$ cat src/rtl/fp_norm_pkg.sv
// Shared types and constants for the shared floating-point normalizer scheduler.
// Latency: n/a (declarations only).
// Backpressure: n/a.
package fp_norm_pkg;

  localparam int MANTW   = 24;  // mantissa width seen by the normalizer
  localparam int SAW     = 5;   // shift-count width
  localparam int SRCW    = 2;   // requester index width (up to 4 requesters)
  localparam int FP_EXPW = 8;   // exponent width carried in the result struct
  localparam int FP_TAGW = 4;   // tag width carried in the result struct

  // Shift count reported for an all-zero mantissa.
  localparam logic [SAW-1:0] SA_ZERO = 5'd31;

  typedef enum logic [1:0] {
    S_IDLE = 2'd0,
    S_CALC = 2'd1,
    S_DONE = 2'd2
  } state_e;

  typedef struct packed {
    logic [MANTW-1:0]   mant;
    logic [FP_EXPW-1:0] exp;
    logic [FP_TAGW-1:0] tag;
    logic [SRCW-1:0]    src;
    logic               zero;
    logic               unf;
  } norm_result_t;

endpackage

$ cat src/rtl/fp_norm_lzshift.sv
// Leading-one normalizer: shifts a 24-bit mantissa left until bit 23 is set.
// Latency: purely combinational.
// Backpressure: none; ports are mant_i (in), mant_o (normalized), sa_o (shift, 31 for zero).
module fp_norm_lzshift
  import fp_norm_pkg::*;
(
  input  logic [MANTW-1:0] mant_i,
  output logic [MANTW-1:0] mant_o,
  output logic [SAW-1:0]   sa_o
);

  logic found;

  // Priority scan from the MSB; the first set bit fixes the shift count.
  always_comb begin
    found = 1'b0;
    sa_o  = SA_ZERO;
    for (int i = MANTW - 1; i >= 0; i--) begin
      if (!found && mant_i[i]) begin
        found = 1'b1;
        sa_o  = SAW'(MANTW - 1 - i);
      end
    end
    mant_o = found ? (mant_i << sa_o) : '0;
  end

endmodule

$ cat src/rtl/rr_arb_onehot.sv
// Round-robin picker: first asserted valid at or above ptr, wrapping around.
// Latency: purely combinational; pointer state lives in the parent.
// Backpressure: none; ports are valid/ptr (in), gnt one-hot, idx encoded, any (out).
module rr_arb_onehot
  import fp_norm_pkg::*;
#(
  parameter int NREQ = 3
) (
  input  logic [NREQ-1:0] valid,
  input  logic [SRCW-1:0] ptr,
  output logic [NREQ-1:0] gnt,
  output logic [SRCW-1:0] idx,
  output logic            any
);

  int j;

  always_comb begin
    gnt = '0;
    idx = '0;
    any = 1'b0;
    j   = 0;
    for (int k = 0; k < NREQ; k++) begin
      j = int'(ptr) + k;
      if (j >= NREQ) j = j - NREQ;
      if (!any && valid[j]) begin
        any    = 1'b1;
        gnt[j] = 1'b1;
        idx    = SRCW'(j);
      end
    end
  end

endmodule

$ cat src/rtl/fp_norm_sched.sv
// Shares one leading-one normalizer among NREQ requesters via round-robin arbitration.
// Latency: accept edge N -> out_valid from edge N+1 (visible 2 cycles after accept); 1 result / 2 cycles.
// Backpressure: result held while out_ready=0 and req_ready forced low; ports are req_* (per requester) and out_* (result).
module fp_norm_sched
  import fp_norm_pkg::*;
#(
  parameter int NREQ = 3,
  parameter int EXPW = FP_EXPW,
  parameter int TAGW = FP_TAGW
) (
  input  logic                  clk,
  input  logic                  rst_n,
  input  logic [NREQ-1:0]       req_valid,
  output logic [NREQ-1:0]       req_ready,
  input  logic [NREQ*MANTW-1:0] req_mant,
  input  logic [NREQ*EXPW-1:0]  req_exp,
  input  logic [NREQ*TAGW-1:0]  req_tag,
  output logic                  out_valid,
  input  logic                  out_ready,
  output logic [MANTW-1:0]      out_mant,
  output logic [EXPW-1:0]       out_exp,
  output logic [TAGW-1:0]       out_tag,
  output logic [SRCW-1:0]       out_src,
  output logic                  out_zero,
  output logic                  out_unf
);

  state_e           state_q, state_d;
  logic [SRCW-1:0]  rr_ptr_q, rr_ptr_d;
  logic [MANTW-1:0] op_mant_q, op_mant_d;
  logic [EXPW-1:0]  op_exp_q, op_exp_d;
  logic [TAGW-1:0]  op_tag_q, op_tag_d;
  logic [SRCW-1:0]  op_src_q, op_src_d;
  norm_result_t     res_q, res_d, calc_res;

  logic [NREQ-1:0]  arb_gnt;
  logic [SRCW-1:0]  arb_idx;
  logic             arb_any;
  logic             arb_en;
  logic             xfer;

  logic [MANTW-1:0] norm_mant;
  logic [SAW-1:0]   norm_sa;
  logic [EXPW:0]    exp_diff;
  logic             op_zero;
  logic             exp_gt;

  rr_arb_onehot #(.NREQ(NREQ)) u_arb (
    .valid (req_valid),
    .ptr   (rr_ptr_q),
    .gnt   (arb_gnt),
    .idx   (arb_idx),
    .any   (arb_any)
  );

  fp_norm_lzshift u_norm (
    .mant_i (op_mant_q),
    .mant_o (norm_mant),
    .sa_o   (norm_sa)
  );

  // Arbitration is open when idle, or when the held result is leaving this
  // cycle (back-to-back accept). rst_n gates it so grants drop during reset.
  assign arb_en    = rst_n && ((state_q == S_IDLE) || ((state_q == S_DONE) && out_ready));
  assign req_ready = arb_en ? arb_gnt : '0;
  assign xfer      = arb_en && arb_any;

  // Exponent adjust: one extra bit catches the borrow, so exp > sa exactly
  // when the difference is non-negative and non-zero.
  always_comb begin
    op_zero  = (op_mant_q == '0);
    exp_diff = {1'b0, op_exp_q} - (EXPW + 1)'(norm_sa);
    exp_gt   = !exp_diff[EXPW] && (exp_diff[EXPW-1:0] != '0);

    calc_res      = '0;
    calc_res.mant = norm_mant;
    calc_res.tag  = FP_TAGW'(op_tag_q);
    calc_res.src  = op_src_q;
    calc_res.zero = op_zero;
    calc_res.unf  = !op_zero && !exp_gt;
    calc_res.exp  = (!op_zero && exp_gt) ? FP_EXPW'(exp_diff[EXPW-1:0]) : '0;
  end

  always_comb begin
    state_d   = state_q;
    rr_ptr_d  = rr_ptr_q;
    op_mant_d = op_mant_q;
    op_exp_d  = op_exp_q;
    op_tag_d  = op_tag_q;
    op_src_d  = op_src_q;
    res_d     = res_q;

    case (state_q)
      S_IDLE: ;
      S_CALC: begin
        res_d   = calc_res;
        state_d = S_DONE;
      end
      S_DONE: begin
        if (out_ready) state_d = S_IDLE;
      end
      default: state_d = S_IDLE;
    endcase

    // A transfer (from idle or on the output handshake) overrides the above.
    if (xfer) begin
      op_mant_d = req_mant[int'(arb_idx)*MANTW +: MANTW];
      op_exp_d  = req_exp[int'(arb_idx)*EXPW +: EXPW];
      op_tag_d  = req_tag[int'(arb_idx)*TAGW +: TAGW];
      op_src_d  = arb_idx;
      rr_ptr_d  = (arb_idx == SRCW'(NREQ - 1)) ? '0 : arb_idx + 1'b1;
      state_d   = S_CALC;
    end
  end

  always_ff @(posedge clk or negedge rst_n) begin
    if (!rst_n) begin
      state_q   <= S_IDLE;
      rr_ptr_q  <= '0;
      op_mant_q <= '0;
      op_exp_q  <= '0;
      op_tag_q  <= '0;
      op_src_q  <= '0;
      res_q     <= '0;
    end else begin
      state_q   <= state_d;
      rr_ptr_q  <= rr_ptr_d;
      op_mant_q <= op_mant_d;
      op_exp_q  <= op_exp_d;
      op_tag_q  <= op_tag_d;
      op_src_q  <= op_src_d;
      res_q     <= res_d;
    end
  end

  assign out_valid = (state_q == S_DONE);
  assign out_mant  = res_q.mant;
  assign out_exp   = EXPW'(res_q.exp);
  assign out_tag   = TAGW'(res_q.tag);
  assign out_src   = res_q.src;
  assign out_zero  = res_q.zero;
  assign out_unf   = res_q.unf;

endmodule
$ cat config.mk
export PLATFORM = sky130hd
export DESIGN_NAME = fp_norm_sched
export DESIGN_NICKNAME = d
export VERILOG_FILES = /design/src/rtl/fp_norm_pkg.sv /design/src/rtl/fp_norm_lzshift.sv /design/src/rtl/rr_arb_onehot.sv /design/src/rtl/fp_norm_sched.sv
export SDC_FILE = /design/constraint.sdc
export NUM_CORES = 1
export LEC_CHECK = 0
export ABC_AREA = 1
export BUFFER_PORTS_ARGS = -buffer_cell sky130_fd_sc_hd__buf_2
export CORE_MARGIN = 4
export CORE_UTILIZATION = 52
export CTS_CLUSTER_DIAMETER = 40
export CTS_CLUSTER_SIZE = 20
export DETAILED_ROUTE_END_ITERATION = 8
export PLACE_DENSITY = 0.79
export RECOVER_POWER = 25
export SYNTH_ARGS = -nofsm -noshare
export SYNTH_HDL_FRONTEND = slang
export SYNTH_SLANG_ARGS = --single-unit
$ cat constraint.sdc
create_clock -name clk -period 9.25 [get_ports clk]
set_input_delay 1.3875 -clock clk [delete_from_list [all_inputs] [get_ports clk]]
set_output_delay 1.3875 -clock clk [all_outputs]
set_load 0.01 [all_outputs]
==> impl_metrics.tcl <==
set metrics [dict create \
    syn-cell-area_mm2 0.00584 \
    num_rows 38 \
    yosysUniqueCellTypes 42 \
    die_area_mm2 0.0130 \
    yosysSeqAreaShare_pct 35.1 \
    max_freq_ghz 0.191 \
    grt_max_degree 76 \
    layout_commonest_cell "nand2_1" \
    synthFlopType "dfrtp_1" \
    ys_warn_count 0 \
    drcViolationCount 0 \
    worstHoldStart "out_tag[1]$_DFFE_PN0N_" \
    peakVddDrop_mv 0.634 \
    grt_overflow_total 0 \
    tightest_slew_ns 2.31 \
    yosys.area_share.simple_pct 38.5 \
    numPortBuffers 157 \
    ant_nets 0 \
    cts_max_path_buffers 2 \
    synthArstFlopShare_pct 100 \
    dp_hpwl_mm 12.0 \
    antenna_found_initial 0 \
    synth_area_leaders "dfrtp_1 35%, nand2_1 18%, nand3_1 8.3%, a21oi_1 7.3%, o21ai_0 5.3%" \
    finalCriticalPeriod_ns 5.24 \
    ctsRootBufferMaster "clkbuf_16" \
    fin_worst_skew_ns 0.00846 \
    insertion_delay_ns 0.35 \
    hold_path.class "reg2reg" \
    worstSetupStartpoint "rst_n" \
    hold_buffers 0 \
    grt_use_total_pct 24.6 \
    cp-end-kind "output port" \
    nets 1110 \
    path_class "in2out" \
    relSlewSlack_pct -54.3 \
    synth_compound_area_share_pct 15.3 \
    cts_tree "yes" \
    fin_crit_sh_pct 56.7 \
    rsz0062_at_grt "false" \
    violations "max-capacitance violations, max-slew violations" \
    post_cts_buffers 0 \
    drv_cap 3 \
    synth_top_family_by_area "simple AND/OR/NAND/NOR gates" \
    synth_top_area_cell "dfrtp_1" \
    area_growth_pct 18.3 \
    dr.pass1.iters 5 \
    final_cell_mix "282 x nand2_1, 156 x buf_2, 97 x nand3_1, 85 x a21oi_1, 82 x dfrtp_1" \
    cts_made_buffers 9 \
    worstPathRequired_ns 7.86 \
    start_util_pct 53.4 \
    synthAdderAreaFrac_pct 2.27 \
    avgSynthCellArea_um2 6.84 \
    gp_congestion 0.992 \
    core_area_mm2 0.0109 \
    synth_xor_area_share_pct 0.900 \
    drv_slew 129 \
    p_per_area_mw_per_mm2 466 \
    grt_pass1_vias 5656 \
    ff2ff_path_depth 19 \
    vias 6106 \
    clock-sinks 82 \
    fp.dieW_um 114 \
    viasPerCell 5.40 \
    path_max_fanout 39 \
    io-pin-count 158 \
    synth.mux.area_fraction_pct 0 \
    n_antenna_cell 0 \
    die_h_um 114 \
    hold-path-cell-count 2 \
    syn_inst 854 \
    fin_tns_setup_ns 0 \
    critPathArrivalTime_ns 3.86 \
    drt_wl_total_mm 16.0 \
    synth_edf_count 0 \
    ctsResizeCount 0 \
    status "complete, but fails checks" \
    hold_viol_final 0 \
    syn_nets 978 \
    critPathLaunchType "primary input" \
    wl_per_cell_um 14.1 \
    first_iter_violations 541 \
    h-tree-depth 3 \
    p_leak_nw 3.65 \
    drive_above_1_share_pct 23.4 \
    synth-seq-cells 82 \
    synth_top_cell_area_share_pct 35.1 \
    regArea_mm2 0.00205 \
    final_core_util_pct 63.2 \
    path_clk_slew_ns 0.07 \
    finalSetupViolations 0 \
    grt_pass1_wl_mm 26.3 \
    fill_cells 1058 \
    multiInputGateArea_mm2 0.00333 \
    rr_startpoint "op_mant_q[22]$_DFFE_PN0P_" \
]
[per-layer routing]
metal | share of wire (%) | track usage [%] | up-vias
li1 | - | - | 3087
met1 | 47 | 35.3 | 2797
met2 | 46 | 39.4 | 206
met3 | 6.3 | 2.81 | 16
met4 | 1.3 | 7.13 | 0
met5 | 0 | 0 | -
[final timing paths]
path	to	slack, ns
max in group asynchronous	op_mant_q[2]$_DFFE_PN0P_	4.60
worst min-delay path	out_tag[1]$_DFFE_PN0N_	0.47
worst max-delay path	req_ready[0]	4.01
worst max register to register	out_exp[0]$_DFFE_PN0N_	5.15
worst min register to register	out_tag[1]$_DFFE_PN0N_	0.47
min in group asynchronous	out_exp[4]$_DFFE_PN0N_	1.63
[report_power, final]
part / switching [mW] / leakage (nW) / total [mW] / internal [mW]
clock network: 0.160 / 0.141 / 0.349 / 0.189
logic: 1.49 / 2.48 / 2.21 / 0.719
registers: 0.133 / 1.04 / 0.661 / 0.529
total: 1.78 / 3.65 / 3.22 / 1.44
[kinds of logic after synthesis]
kind of cell,count (synthesis)
DFF,82
and+or+nand+nor,479
buffers and inverters,106
adders and majority gates,10
xor gates and xnor gates,6
AOI/OAI and AO/OA,171
[worst max-delay path, cell delays in order]
cell	delay, ns
clkbuf_1	1.46
o211ai_1	0.52
a21oi_1	0.32
buf_2	0.17
[cells in the mapped netlist, types with 2 or more instances]
cell type    n
a21oi_1     85
buf_2        9
buf_4        4
buf_6        5
clkbuf_1    22
dfrtp_1     82
ha_1         9
inv_1       58
inv_2        6
nand2_1    284
nand2_2     12
nand2_4      5
nand3_1     97
nand3_2     13
nand3_4      2
nand4_1     12
nand4_2      3
nor2_1      34
nor2_2       3
nor2_4       2
nor2_8       2
nor3_1       4
nor4_1       2
o211ai_1     2
o21ai_0     62
o21ai_1     13
o21ai_2      2
o31ai_1      2
xnor2_1      2
xor2_1       4
[state kept, by name, indices dropped and copies added, names as in the netlist, 4 cells and up]
signal	count
op_tag_q	4
op_exp_q	8
op_mant_q	24
out_tag	4
out_mant	24
out_exp	8
[cell type report]
class / instances / area share [%]
timing repair buffer: 162 / 11.8
sequential: 82 / 29.7
tap: 140 / 2.54
clock buffer: 9 / 3.26
inverter: 65 / 3.53
multi-input combinational: 666 / 48.2
clock inverter: 7 / 0.942
[per-stage QoR]
| stage | cell area [um2] | total power [mW] | cells | hold slack (ns) | setup WS, ns |
|---|---|---|---|---|---|
| CTS | 6920 | 3.21 | 1131 | 0.473 | 5.09 |
| floorplan | 5840 | 2.37 | 854 | 0.449 | 5.46 |
| global placement | 6630 | 2.82 | 1115 | 0.451 | 5.16 |
| finish | 6910 | 3.22 | 1131 | 0.472 | 4.01 |
| detailed placement | 6630 | 2.85 | 1115 | 0.458 | 5.09 |
| global route | 6910 | 3.55 | 1131 | 0.501 | 3.56 |
No activity file was read; power rests on OpenSTA's default activity.
